### config.mk
export PLATFORM = sky130hd
export DESIGN_NAME = dmem_port_arbiter
export DESIGN_NICKNAME = d
export VERILOG_FILES = /design/src/rtl/dmem_arb_pkg.sv /design/src/rtl/rr_arb2.sv /design/src/rtl/dmem_port_arbiter.sv
export SDC_FILE = /design/constraint.sdc
export NUM_CORES = 1
export LEC_CHECK = 0
export BUFFER_PORTS_ARGS = -buffer_cell sky130_fd_sc_hd__buf_2
export CORE_MARGIN = 2
export CORE_UTILIZATION = 47
export CTS_CLUSTER_SIZE = 12
export DETAILED_ROUTE_END_ITERATION = 10
export MAX_ROUTING_LAYER = met4
export PLACE_DENSITY = 0.94
export SLEW_MARGIN = 20
export SYNTH_ARGS = -nofsm -noshare
export SYNTH_HDL_FRONTEND = slang
export SYNTH_SLANG_ARGS = --single-unit
### constraint.sdc
create_clock -name clk -period 8.1 [get_ports clk]
set_input_delay 0.405 -clock clk [delete_from_list [all_inputs] [get_ports clk]]
set_output_delay 0.405 -clock clk [all_outputs]
set_load 0.02 [all_outputs]
### src/rtl/dmem_arb_pkg.sv
`default_nettype none
// ============================================================================
// Module      : dmem_arb_pkg
// Description : Shared FSM encoding, requester ids and defaults for the
//               data-memory port arbiter.
// Revision    : 1.0 - initial release
// ============================================================================
package dmem_arb_pkg;

    typedef enum logic [1:0] {
        IDLE = 2'd0,
        WAIT = 2'd1,
        DONE = 2'd2
    } state_t;

    localparam logic ID_CORE         = 1'b0;
    localparam logic ID_IO           = 1'b1;
    localparam int   DEFAULT_TIMEOUT = 255;

endpackage
`default_nettype wire

### src/rtl/rr_arb2.sv
`default_nettype none
// ============================================================================
// Module      : rr_arb2
// Description : Combinational two-way round-robin grant; on a tie the
//               requester that was not served last wins.
// Revision    : 1.0 - initial release
// ============================================================================
module rr_arb2
    import dmem_arb_pkg::*;
(
    input  logic core_req,
    input  logic io_req,
    input  logic last_gnt,
    output logic gnt_valid,
    output logic gnt_id
);

    assign gnt_valid = core_req | io_req;

    always_comb begin
        gnt_id = ID_CORE;
        if (core_req && io_req) begin
            gnt_id = ~last_gnt;
        end else if (io_req) begin
            gnt_id = ID_IO;
        end
    end

endmodule
`default_nettype wire

### src/rtl/dmem_port_arbiter.sv
`default_nettype none
// ============================================================================
// Module      : dmem_port_arbiter
// Description : Registered round-robin sharing of the data-memory port
//               between the core MEM stage and the IO loader. Optional WAIT
//               timeout abort is enabled by defining DMEM_ARB_TIMEOUT_EN.
// Revision    : 1.0 - initial release
// ============================================================================
module dmem_port_arbiter
    import dmem_arb_pkg::*;
#(
    parameter int ADDR_W  = 32,
    parameter int DATA_W  = 32,
    parameter int TIMEOUT = DEFAULT_TIMEOUT
) (
    input  logic              clk,
    input  logic              rst,
    input  logic              core_req,
    input  logic              core_we,
    input  logic [ADDR_W-1:0] core_addr,
    input  logic [DATA_W-1:0] core_wdata,
    output logic              core_done,
    output logic [DATA_W-1:0] core_rdata,
    input  logic              io_req,
    input  logic              io_we,
    input  logic [ADDR_W-1:0] io_addr,
    input  logic [DATA_W-1:0] io_wdata,
    output logic              io_done,
    output logic [DATA_W-1:0] io_rdata,
    output logic              mem_valid,
    output logic              mem_rw,
    output logic [ADDR_W-1:0] mem_addr,
    output logic [DATA_W-1:0] mem_din,
    input  logic [DATA_W-1:0] mem_dout,
    input  logic              mem_ready,
    output logic              busy,
    output logic              err
);

    state_t            r_state;
    logic              r_gnt_id;
    logic              r_last_gnt;
    logic              r_rw;
    logic [ADDR_W-1:0] r_addr;
    logic [DATA_W-1:0] r_din;
    logic [DATA_W-1:0] r_core_rdata;
    logic [DATA_W-1:0] r_io_rdata;
    logic              r_core_done;
    logic              r_io_done;

    logic              w_gnt_valid;
    logic              w_gnt_id;
    logic              w_sel_io;

    rr_arb2 u_rr_arb2 (
        .core_req  (core_req),
        .io_req    (io_req),
        .last_gnt  (r_last_gnt),
        .gnt_valid (w_gnt_valid),
        .gnt_id    (w_gnt_id)
    );

    assign w_sel_io = (w_gnt_id == ID_IO);

`ifdef DMEM_ARB_TIMEOUT_EN
    localparam int c_cnt_w = (TIMEOUT > 255) ? $clog2(TIMEOUT + 1) : 8;
    logic [c_cnt_w-1:0] r_cnt;
    logic               r_err;
    assign err = r_err;
`else
    localparam logic c_unused_timeout_ok = (TIMEOUT >= 1);
    assign err = 1'b0;
`endif

    always_ff @(posedge clk or posedge rst) begin
        if (rst) begin
            r_state      <= IDLE;
            r_gnt_id     <= ID_CORE;
            r_last_gnt   <= ID_IO;
            r_rw         <= 1'b0;
            r_addr       <= '0;
            r_din        <= '0;
            r_core_rdata <= '0;
            r_io_rdata   <= '0;
            r_core_done  <= 1'b0;
            r_io_done    <= 1'b0;
`ifdef DMEM_ARB_TIMEOUT_EN
            r_cnt        <= '0;
            r_err        <= 1'b0;
`endif
        end else begin
            r_core_done <= 1'b0;
            r_io_done   <= 1'b0;
`ifdef DMEM_ARB_TIMEOUT_EN
            r_err       <= 1'b0;
`endif
            case (r_state)
                IDLE: begin
                    if (w_gnt_valid) begin
                        r_gnt_id <= w_gnt_id;
                        r_rw     <= w_sel_io ? io_we    : core_we;
                        r_addr   <= w_sel_io ? io_addr  : core_addr;
                        r_din    <= w_sel_io ? io_wdata : core_wdata;
                        r_state  <= WAIT;
`ifdef DMEM_ARB_TIMEOUT_EN
                        r_cnt    <= '0;
`endif
                    end
                end
                WAIT: begin
                    if (mem_ready) begin
                        if (!r_rw) begin
                            if (r_gnt_id == ID_IO) r_io_rdata   <= mem_dout;
                            else                   r_core_rdata <= mem_dout;
                        end
                        r_last_gnt  <= r_gnt_id;
                        r_core_done <= (r_gnt_id == ID_CORE);
                        r_io_done   <= (r_gnt_id == ID_IO);
                        r_state     <= DONE;
                    end
`ifdef DMEM_ARB_TIMEOUT_EN
                    // Abort lands DONE on the TIMEOUT-th WAIT cycle after grant.
                    else if (r_cnt == c_cnt_w'(TIMEOUT - 1)) begin
                        if (!r_rw) begin
                            if (r_gnt_id == ID_IO) r_io_rdata   <= '0;
                            else                   r_core_rdata <= '0;
                        end
                        r_last_gnt  <= r_gnt_id;
                        r_core_done <= (r_gnt_id == ID_CORE);
                        r_io_done   <= (r_gnt_id == ID_IO);
                        r_err       <= 1'b1;
                        r_state     <= DONE;
                    end else begin
                        r_cnt <= r_cnt + 1'b1;
                    end
`endif
                end
                DONE:    r_state <= IDLE;
                default: r_state <= IDLE;
            endcase
        end
    end

    // Decoded from the state register so the async reset drops them at once.
    assign mem_valid  = (r_state == WAIT);
    assign busy       = (r_state != IDLE);
    assign mem_rw     = r_rw;
    assign mem_addr   = r_addr;
    assign mem_din    = r_din;
    assign core_done  = r_core_done;
    assign io_done    = r_io_done;
    assign core_rdata = r_core_rdata;
    assign io_rdata   = r_io_rdata;

endmodule
`default_nettype wire
---- Word level (Yosys, flattened, before mapping) ----
Index checks and enable logic that the tools add are counted.
word-level totals
  bits in registers ....................... 135
  bits in latches ......................... 0
  RAM bits ................................ 0
  bits in read-only memories .............. 0
  memories kept ........................... 0
cells by class
  $add $sub $neg .......................... 0
  $mul .................................... 0
  divide/modulo/power cells ............... 0
  order comparisons ....................... 0
  equality and inequality tests ........... 3
  shifts and indexed selects .............. 0
  muxes and demuxes ....................... 12
  bitwise logic cells ..................... 4
  reductions and logical operators ........ 8
operators by type and width
  kind                number
  $mux 32             2
  $reduce_and 4->1    2
  $mux 1              7
  $reduce_and 2->1    3
  $mux 2              2
  $ne 2x1->1 const B  2
  $pmux 2 s2          1
  $not 1->1           3
  $eq 2x1->1 const B  1
  $logic_not 2->1     1
  $reduce_bool 2->1   1
  $logic_and 1x1->1   1
  $or 1x1->1          1

---- Depth between registers and ports, before layout ----
Gate-level depths: netlist (run 1).
  depth in word-level cells ............... 3
  depth in mapped cells ................... 5

---- Cells and area by module ----
A second synthesis (run 1) with hierarchy kept.
second synthesis, totals
  cell total of the unflattened synthesis .. 441
  area, all modules ....................... 5714.2 µm²
modules (own cells, without submodules)
  module             instances  cells each  area each (µm²)  sequential area each (µm²)
  dmem_port_arbiter  1          439         5700.5           3379.5
  rr_arb2            1          2           13.8             0.0

---- Least setup slack after synthesis (run 1) ----
OpenSTA, ideal clock, no wires.
  path type ............................... reg2reg
  from .................................... reg r_last_gnt
  to ...................................... reg r_addr[0], in the netlist mem_addr[0]
  arrival time ............................ 1577 ps
  setup slack ............................. 6398 ps
  stages on the path, launching flop included .. 6
  clock period less this slack ............ 1702 ps
  cell sequence ........................... dfstp_2 a21bo_2 buf_2 buf_6 mux2_2 mux2_2
between the ends
  longest elaborated chain between the ends .. 3
RTL lines
  element                 RTL line                  RTL
  from (decl)             dmem_port_arbiter.sv:42   logic r_last_gnt;
  from (signal assigned)  dmem_port_arbiter.sv:116  r_last_gnt <= r_gnt_id;
  $not 1->1               rr_arb2.sv:23             gnt_id = ~last_gnt;
  $mux 1                  rr_arb2.sv:22             if (core_req && io_req) begin
  $mux 32                 dmem_port_arbiter.sv:102  r_addr <= w_sel_io ? io_addr : core_addr;
  to (signal assigned)    dmem_port_arbiter.sv:102
  to (decl)               dmem_port_arbiter.sv:44   logic [ADDR_W-1:0] r_addr;
Every way passes these cells.
A chain may end at the register's enable or synchronous reset.

---- Worst setup path in the final report (run 1) ----
  from .................................... reg r_last_gnt
  to ...................................... reg r_addr[24], in the netlist mem_addr[24]
Same word-level chain as after synthesis.

==> metrics.md, run 1 <==
| Metric | Value |
|---|---|
| Status | complete, no violations |
| Clock buffer depth | 2 |
| Final net count | 835 |
| Number of synthesized register bits | 135 |
| Die height | roughly 120 um |
| Worst Skew | around 6.0 ps |
| Cell Area, Synth | a little under 6000 um2 |
| Final setup vio count | 0 |
| Critical path class | reg -> reg |
| P&R area growth vs syn | 37.3% |
| Cts bufs inserted | 17 |
| Clock transition at the registers of the reported paths | approximately 60 ps |
| Startpoint Class | flop |
| Synth unique cells | 22 |
| Drt first-iter violations | between 150 and 200 |
| Slew HR | 40.1% |
| Fillers | approximately 930 |
| Core area | roughly 12000 um2 |
| Final ANT Viol Nets | 0 |
| R2r setup slk | between 5000 and 6000 ps |
| Die area | ~14000 um2 |
| Worst Tran Pin Value | 898 ps |
| Clk sinks | 135 |
| Worst path max stage delay | approximately 630 ps |
| Hold-fix buffers at CTS | 0 |
| Min-delay worst type | in -> async |
| Clk_lat worst skew | slightly above 400 ps |
| Setup crit end kind | flop |
| DRC errors left | 0 |
| Most frequent cells in the layout | buf_2, mux2_2, dfrtp_1, mux2_4, clkbuf_16 |
| Max Freq | 429 MHz |
| Top delay family on crit path | multiplexers |
| Most used cell along the critical path | mux2_2 |
| Routed wire length | approximately 15000 um |
| Power per cell area | around 430 nW/um2 |
| Max-cap violations | 0 |
| Min Clock Period, post-route | between 2000 and 2500 ps |
| Setup Buffers After CTS | 0 |
| Hold_ws | 49.7 ps |
| FF-to-FF path depth | 4 |
| Total GRT Usage | 22.3% |
| Syn_nets | between 500 and 600 |
| Setup tns final | 0 ps |
| Grt total ovfl | 0 |
| FP Rows | 41 |
| Leak pwr | a little over 4 nW |
| Largest net degree at the start of global routing | 72 |
| Final hold vios | 0 |
| CP required | around 8400 ps |
| DR vias/cell | slightly below 5 |
| First-pass GRT wire length | roughly 22000 um |
| CP Cell Sequence | a21bo_2 -> buf_4 -> mux2_2 -> mux2_2 |
| Slowest library cell on the worst path | buf_4 |
| WL/cell | around 18 um |
| Hpwl dp | ~11000 um |
| Via Count | 4174 |
| Seq/Total Area, Yosys | 56.8% |
| Synth warn | 0 |
| Total number of H-tree levels | 4 |
| CP max FO | between 50 and 60 |
| Ratio of cells with drive above 1 in the final layout | slightly below 80% |
| Initial Util | a little under half |
| DRT Pass-1 Iters | 4 |
| Vias in the first global route | 4474 |
| Pins Over Slew Limit | 0 |
| I/O pins | approximately 300 |
| GPL Wtd Cong | just over 0.8 |
| IO buf count | around 300 |
| WP buf/inv | 1 |
| Crit path depth | 4 |
| Commonest non-fill, non-tap cell in the layout | buf_2 |
| Synth Area per Inst | 16.2 um2 |
| Worst path arrival time | between 2000 and 3000 ps |
| Post-CTS Resized | 0 |
| Die width | around 120 um |
| RSZ-0062 raised after global routing | no |
| Cells after synthesis | between 300 and 400 |
| Fin crit share | ~29% |
| Peak supply drop | around 0.3 mV |
| Root Driver | clkbuf_16 |
| Initial antenna violation count | 1 |
| CTS tree | built |
==> flip-flops by register name (all words and copies together) (netlist names), 2 cells and up <==
name / flops
io_rdata: 32
mem_addr: 32
r_state: 2
mem_din: 32
core_rdata: 32
==> synthesized netlist by cell type <==
| library cell | count | area (um2) |
|---|---|---|
| or3b_1 | 1 | 8.76 |
| dfstp_2 | 1 | 26.3 |
| clkbuf_1 | 1 | 3.75 |
| mux2_4 | 30 | 450 |
| conb_1 | 1 | 3.75 |
| nor3_2 | 1 | 10.0 |
| nor2b_1 | 1 | 6.26 |
| a21bo_2 | 1 | 10.0 |
| o21ai_1 | 1 | 5.00 |
| mux2_1 | 2 | 22.5 |
| a21o_1 | 1 | 7.51 |
| mux2_2 | 162 | 1820 |
| o2bb2ai_1 | 1 | 8.76 |
| dfrtp_1 | 134 | 3350 |
| inv_1 | 4 | 15.0 |
| nand3b_4 | 1 | 20.0 |
| buf_6 | 7 | 78.8 |
| o21ai_0 | 1 | 5.00 |
| and3_1 | 1 | 6.26 |
| buf_2 | 13 | 65.1 |
| nor2_1 | 2 | 7.51 |
| buf_4 | 1 | 7.51 |
==> path summary, 6_finish.rpt <==
kind	start	end
max in group asynchronous	rst	mem_addr[13]
worst min register to register	mem_addr[17]	mem_addr[17]
worst max register to register	r_last_gnt	mem_addr[24]
worst min-delay path	rst	mem_addr[26]
worst max-delay path	r_last_gnt	mem_addr[24]
min in group clk	mem_dout[29]	core_rdata[29]
==> metal layers <==
metal | part of all wire, % | track usage (%) | vias up
met1 | 38 | 24.3 | 2038
met3 | 6.6 | 6.07 | 30
li1 | - | - | 1920
met4 | 2.7 | 10.9 | 0
met2 | 53 | 37.9 | 186
met5 | 0 | - | -
==> final cells by class <==
class	count	area [um2]	area share, %
clock buffers	25	515	6.31
well taps	172	215	2.64
flip-flops and latches	135	3380	41.4
repair buffers	303	1530	18.7
multi-input cells	207	2420	29.6
clock inverters	7	90.1	1.10
inverters	4	20.0	0.245
diodes	1	2.50	0.0306
==> cells by family after synthesis <==
kind of cell,after synthesis,share of synthesized area (%)
and+or+nand+nor,7,0.989
other,1,0.0631
buffers and inverters,26,2.86
AOI/OAI and AO/OA,5,0.610
DFF,135,56.8
muxes,194,38.6
==> power by group <==
part | total, mW | switching, mW | internal (mW) | leakage (nW)
clock network | 0.775 | 0.274 | 0.501 | 0.295
registers | 1.20 | 0.184 | 1.02 | 1.61
logic | 1.52 | 0.835 | 0.689 | 2.24
==> stage by stage <==
step	worst slack [ps]	power [mW]	utilization [%]	instances	instance area [um2]
CTS	5740	3.54	65.5	853	8160
floorplan	4090	2.21	-	368	5950
detailed placement	5690	2.74	60.6	821	7560
global route	5680	3.68	65.5	854	8170
finish	5770	3.50	65.5	854	8170
global placement	5790	2.66	60.6	821	7550
No activity file was read; power rests on OpenSTA's default activity.
==> run 2, diff against run 1 <==
--- a/config.mk
+++ b/config.mk
@@ -5,13 +5,14 @@
 export SDC_FILE = /design/constraint.sdc
 export NUM_CORES = 1
 export LEC_CHECK = 0
+export ABC_AREA = 1
 export BUFFER_PORTS_ARGS = -buffer_cell sky130_fd_sc_hd__buf_2
 export CORE_MARGIN = 2
-export CORE_UTILIZATION = 47
+export CORE_UTILIZATION = 43
 export CTS_CLUSTER_SIZE = 12
 export DETAILED_ROUTE_END_ITERATION = 10
 export MAX_ROUTING_LAYER = met4
-export PLACE_DENSITY = 0.94
+export PLACE_DENSITY = 0.9
 export SLEW_MARGIN = 20
 export SYNTH_ARGS = -nofsm -noshare
 export SYNTH_HDL_FRONTEND = slang
==> constraint.sdc (replaced) <==
create_clock -name clk -period 1.93 [get_ports clk]
set_input_delay 0.0965 -clock clk [delete_from_list [all_inputs] [get_ports clk]]
set_output_delay 0.0965 -clock clk [all_outputs]
set_load 0.02 [all_outputs]
==> run 2 against run 1 <==
Sequential cell count did not move. Die area rose by 18%. Non-clock buffer count rose by 119. Power rose to 4.3 times the previous value. Largest cell class unchanged. First-iteration DRC count rose to 4.5 times the previous value. Synthesized cell count rose by 130%. Final cell count rose by 70%. Worst hold slack got worse by 40 ps. Wire length rose by 57%. Sequential share of layout area fell by 6.9 points. Critical endpoint is now mem_addr[14]. Combinational power rose to 4.6 times the previous value. Clock skew barely moved.
==> metrics.md, run 2 <==
| Metric | Value |
|---|---|
| CTS tree | built |
| CP required | 2230 ps |
| Seq/Total Area, Yosys | 52.3% |
| Syn_nets | between 1000 and 1500 |
| Largest net degree at the start of global routing | 73 |
| Synth warn | 0 |
| DR vias/cell | 5.20 |
| Worst Skew | ~6.3 ps |
| Clock transition at the registers of the reported paths | 60 ps |
| Total number of H-tree levels | 4 |
| Die area | ~16000 um2 |
| Power per cell area | ~1500 nW/um2 |
| Worst path arrival time | around 2200 ps |
| Synth area leader | dfrtp_1 |
| I/O pins | between 300 and 400 |
| Most frequent cells in the layout | nand2_1, buf_2, nand3_1, inv_1, dfrtp_1 |
| IO buf count | between 200 and 300 |
| Final Worst Setup Slack | 49.4 ps |
| WL/cell | around 16 um |
| Cells after synthesis | about 860 |
| Synth Area per Inst | approximately 7.5 um2 |
| Final setup vio count | 0 |
| Final ANT Viol Nets | 0 |
| Die width | around 130 um |
| GPL Wtd Cong | around 0.85 |
| Clk_lat worst skew | about 420 ps |
| Status | complete, no violations |
| Largest family of logic cells by synthesized area | simple AND/OR/NAND/NOR gates |
| Setup Buffers After CTS | 0 |
| Root Driver | clkbuf_16 |
| Number of synthesized register bits | 135 |
| Die height | ~130 um |
| DRT Pass-1 Iters | 5 |
| Clk sinks | about 140 |
| Initial antenna violation count | 0 |
| Leak pwr | between 5 and 6 nW |
| Pre-CTS setup slack | 534 ps |
| Setup crit end kind | flop |
| CP max FO | 29 |
| Routed wire length | around 24000 um |
| Pins Over Slew Limit | 0 |
| Post-synth EDFFs | 0 |
| Startpoint Class | flop |
| Async SR Flop Fraction | 100% |
| Ratio of cells with drive above 1 in the final layout | 28.3% |
| Top cells by area, synth | dfrtp_1, nand2_1, nand3_1, inv_1, buf_2 |
| Hold Crit Depth | 5 |
| Antenna diode count | 0 |
| Yosys top cell area share | slightly above 50% |
| Hpwl dp | 13200 um |
| Post-Synth XOR/XNOR Area | 0% |
| Grt total ovfl | 0 |
| Min Clock Period, post-route | approximately 1900 ps |
| Commonest non-fill, non-tap cell in the layout | nand2_1 |
| Peak supply drop | between 0.6 and 0.7 mV |
| Synth unique cells | 18 |
| First-pass GRT wire length | approximately 37000 um |
| Clock buffer depth | 2 |
| Hold_ws | roughly 10 ps |
| Critical path class | reg -> reg |
| FP Rows | 44 |
| Commonest cells in the netlist | nand2_1, nand3_1, inv_1, dfrtp_1, buf_2 |
| Cell Area, Synth | around 6500 um2 |
| Max Freq | about 530 MHz |
| Final hold vios | 0 |
| P&R area growth vs syn | 51.7% |
| Drt first-iter violations | just under 700 |
| Total GRT Usage | roughly 30% |
| Vias in the first global route | between 7000 and 8000 |
| Ys flop type | dfrtp_1 |
| Simple-gate share of the synthesized area | roughly a third |
| DRC errors left | 0 |
| Complex-gate fraction of the synthesized area | less than 1% |
| FF-to-FF path depth | 7 |
| Post-synthesis mux area share | 0% |
| Min-delay worst type | in -> reg |
| Via Count | around 7500 |
| Cts bufs inserted | 17 |
| Final net count | between 1000 and 1500 |
| Fin crit share | between 90% and 100% |
| Top-count cell post-synth | nand2_1 |
| Core area | about 15000 um2 |
| Max-cap violations | 0 |
| RSZ-0062 raised after global routing | yes |
| Initial Util | 44.3% |
| Synth Area in Adders | 0% |
==> run 2: cell types whose count changed after synthesis, moves of 2 or more <==
cell	previous run	this run
mux2_4	30	0
buf_4	1	6
buf_6	7	0
nand3_1	0	194
buf_2	13	35
nor2_4	0	2
nor2_1	2	4
clkbuf_1	1	13
inv_1	4	135
nand2_1	0	330
mux2_2	162	0
mux2_1	2	0
==> run 2: path summary, 6_finish.rpt <==
kind | startpoint | slack, ps | endpoint
min in group asynchronous | rst | 140 | mem_din[7]
max in group asynchronous | rst | 1210 | core_rdata[25]
hold reg to reg | core_rdata[4] | 470 | core_rdata[4]
setup reg to reg | r_last_gnt | 50 | mem_addr[14]
setup / recovery | r_last_gnt | 50 | mem_addr[14]
hold / removal | core_wdata[1] | 10 | mem_din[1]
==> run 2: kinds of logic (layout without fill, tap and decap cells) <==
group,count (synthesis),in the layout
other,1,1
AO/OA/AOI/OAI,5,5
buffers and inverters,190,590
flip-flops,135,135
AND/OR/NAND/NOR,533,533
==> run 2: final cells by class <==
| type | count | area, um2 |
|---|---|---|
| flip-flops and latches | 135 | 3380 |
| clock inverters | 14 | 125 |
| inverters | 136 | 514 |
| multi-input cells | 539 | 2320 |
| fillers | 1059 | 4800 |
| well taps | 184 | 230 |
| clock buffers | 18 | 439 |
| repair buffers | 422 | 2790 |
==> run 2: layer usage <==
metal,GRT usage (%),vias to the layer above,wire length (um)
li1,-,3408,-
met1,34.9,3416,8570
met2,47.5,614,11500
met3,6.16,98,2530
met4,16.5,0,1040
met5,-,-,0
==> run 2: report_power, final <==
part	internal [mW]	switching [mW]
clock	1.81	1.29
sequential	4.18	0.815
combinational	2.30	4.65
total	8.29	6.76
==> run 2: critical path, stage by stage (launching register included) <==
cell,delay [ps]
dfstp_2,540
nand2_2,70
nand2_2,100
buf_8,230
nand2_1,80
nand3_1,90
dlygate4sd3_1,580
nand2_1,60
==> run 2: stage by stage <==
step	utilization [%]	cells	total power, mW	cell area [um2]	setup TNS (ps)
final	67.1	1448	15.0	9790	0
after global routing	67.1	1448	15.9	9790	-36.7
after floorplan	-	864	8.99	6460	0
after global placement	55.6	1308	11.2	8110	0
after CTS	66.8	1447	14.8	9750	0
after detailed placement	55.6	1308	11.4	8110	0
==> run 2: repair_timing <==
item / CTS / global route
hold endpoints to repair: 259 / 0
hold buffers: 107 / 0
gates resized for setup: 0 / 5
endpoints found under the setup margin: 0 / 15
==> run 3, diff against run 2 <==
--- a/config.mk
+++ b/config.mk
@@ -13,6 +13,7 @@
 export DETAILED_ROUTE_END_ITERATION = 10
 export MAX_ROUTING_LAYER = met4
 export PLACE_DENSITY = 0.9
+export RECOVER_POWER = 50
 export SLEW_MARGIN = 20
 export SYNTH_ARGS = -nofsm -noshare
 export SYNTH_HDL_FRONTEND = slang
==> run 3 against run 2 <==
Combinational power is 2% lower. Final cell count stayed put. Register-to-register slack hardly changed. Sequential power hardly changed. Sequential share of layout area is 0.38 points higher. Worst hold slack hardly changed. Maximum frequency is 0.40% higher. Power is 1.0% lower. Core utilization is 0.73 points lower. First-iteration DRC count is 2.9% higher. Via count hardly changed. Die area stayed put. Critical path type unchanged. Largest power group unchanged.
==> metrics.md, run 3 (synthesis gave the netlist of run 2 again) <==
| Metric | Value |
|---|---|
| Ratio of cells with drive above 1 in the final layout | 23.4% |
| Via Count | ~7500 |
| IO buf count | 299 |
| Min Clock Period, post-route | roughly 1900 ps |
| Antenna diode count | 0 |
| DR vias/cell | between 5 and 6 |
| Critical path class | reg -> reg |
| RSZ-0062 raised after global routing | yes |
| Most frequent cells in the layout | nand2_1, buf_2, nand3_1, inv_1, dfrtp_1 |
| I/O pins | roughly 300 |
| Routed wire length | between 20000 and 25000 um |
| Clk sinks | between 100 and 150 |
| Max Freq | approximately 530 MHz |
| Status | complete, no violations |
| Slowest library cell on the worst path | dfstp_2 |
| Worst path max stage delay | ~540 ps |
| CP Cell Sequence | nand2_2 -> nand2_2 -> buf_8 -> nand2_1 -> nand3_1 -> dlygate4sd3_1 -> nand2_1 |
| Total number of H-tree levels | 4 |
| WL/cell | 16.3 um |
| P&R area growth vs syn | 50.0% |
| Core area | between 10000 and 15000 um2 |
| Peak supply drop | 0.669 mV |
| Die area | about 16000 um2 |
| Pre-CTS setup slack | approximately 530 ps |
| Grt met3 use | under 10% |
| Initial antenna violation count | 0 |
| Initial Util | between 40% and 50% |
| GRT busiest layer | met2 |
| Clock transition at the registers of the reported paths | around 60 ps |
| GPL Wtd Cong | about 0.85 |
| Worst Skew | ~7.1 ps |
| Setup Buffers After CTS | 0 |
| Clk_lat worst skew | around 420 ps |
| Largest net degree at the start of global routing | 73 |
| Hpwl dp | roughly 13000 um |
| Max-cap violations | 0 |
| Setup tns final | 0 ps |
| Grt total ovfl | 0 |
| CP required | approximately 2200 ps |
| DRT Pass-1 Iters | 5 |
| Die width | ~130 um |
| Pins Over Slew Limit | 0 |
| Total GRT Usage | between 20 and 30% |
| CTS tree | built |
| Die height | 127 um |
| FP Rows | 44 |
| Commonest non-fill, non-tap cell in the layout | nand2_1 |
| Setup crit end kind | flop |
| Final hold vios | 0 |
| Power per cell area | ~1500 nW/um2 |
| DRC errors left | 0 |
| Grt met1 use | approximately a third |
| Cts bufs inserted | 17 |
| Final ANT Viol Nets | 0 |
| CP max FO | 37 |
| Min-delay worst type | in -> reg |
| Slew HR | between 30% and 40% |
| Fin crit share | about 97% |
| Clock buffer depth | 2 |
| Grt met2 use | between 40 and 50% |
| Vias in the first global route | between 7000 and 8000 |
| Startpoint Class | flop |
| Worst Tran Pin Value | approximately 980 ps |
| First-pass GRT wire length | approximately 37000 um |
| Leak pwr | approximately 5.6 nW |
| Final setup vio count | 0 |
| Hold_ws | between 10 and 15 ps |
| Final net count | roughly 1400 |
| Fillers | about 1100 |
| Drt first-iter violations | slightly above 700 |
| WP buf/inv | 2 |
| Final Worst Setup Slack | between 50 and 60 ps |
| Worst path arrival time | 2180 ps |
| Root Driver | clkbuf_16 |
| Fin util | around two thirds |
| Top delay family on crit path | buffers and inverters |
-- run 3: changes by cell type in the layout (fill, tap and decap cells not counted) --
cell,previous run,this run
clkinvlp_2,0,1
clkbuf_1,0,61
clkbuf_4,0,2
nand2_1,328,329
nand2_2,3,2
buf_12,5,3
buf_2,299,238
clkinvlp_4,4,3
-- run 3: path summary, 6_finish.rpt --
check,from,end,slack (ps),cells past startpoint
worst max-delay path,r_last_gnt,mem_addr[12],60,7
worst min-delay path,core_wdata[1],mem_din[1],10,5
worst max register to register,r_last_gnt,mem_addr[12],60,7
worst min register to register,core_rdata[30],core_rdata[30],470,2
max in group asynchronous,rst,core_rdata[25],630,4
min in group asynchronous,rst,mem_din[7],120,3
-- run 3: repair_timing --
action | in CTS | in global routing
gates resized for setup | 0 | 5
endpoints found under the setup margin | 0 | 15
endpoints found under the hold margin | 259 | 0
hold buffers | 107 | 0
-- run 3: final cells by class --
type	count	area, um2	share of cell area [%]
tap	184	230	2.38
clock buffer	18	439	4.53
clock inverter	14	125	1.29
inverter	136	512	5.28
multi-input combinational	539	2310	23.9
sequential	135	3380	34.9
timing repair buffer	422	2690	27.7
-- run 3: tightest hold or removal path: cells and delay by family --
kind | cells | cell delay, ps
AND/OR/NAND/NOR | 3 | 180
buffers and inverters | 2 | 120
-- run 3: layer usage --
| layer | vias to the layer above | part of all wire [%] |
|---|---|---|
| met4 | 0 | 4.7 |
| li1 | 3402 | - |
| met2 | 620 | 48 |
| met1 | 3395 | 36 |
| met3 | 113 | 11 |
| met5 | - | 0 |
-- run 3: where the power goes --
| part | total [mW] | switching (mW) | internal, mW |
|---|---|---|---|
| Sequential | 5.01 | 0.829 | 4.18 |
| Clock | 3.10 | 1.29 | 1.81 |
| Combinational | 6.78 | 4.66 | 2.12 |
-- run 3: stage by stage --
stage	area [um2]	total power, mW	instances
after floorplan	6460	8.99	864
after global placement	8110	11.2	1308
after detailed placement	8110	11.4	1308
after CTS	9750	14.8	1447
after global routing	9690	15.7	1448
final	9690	14.9	1448
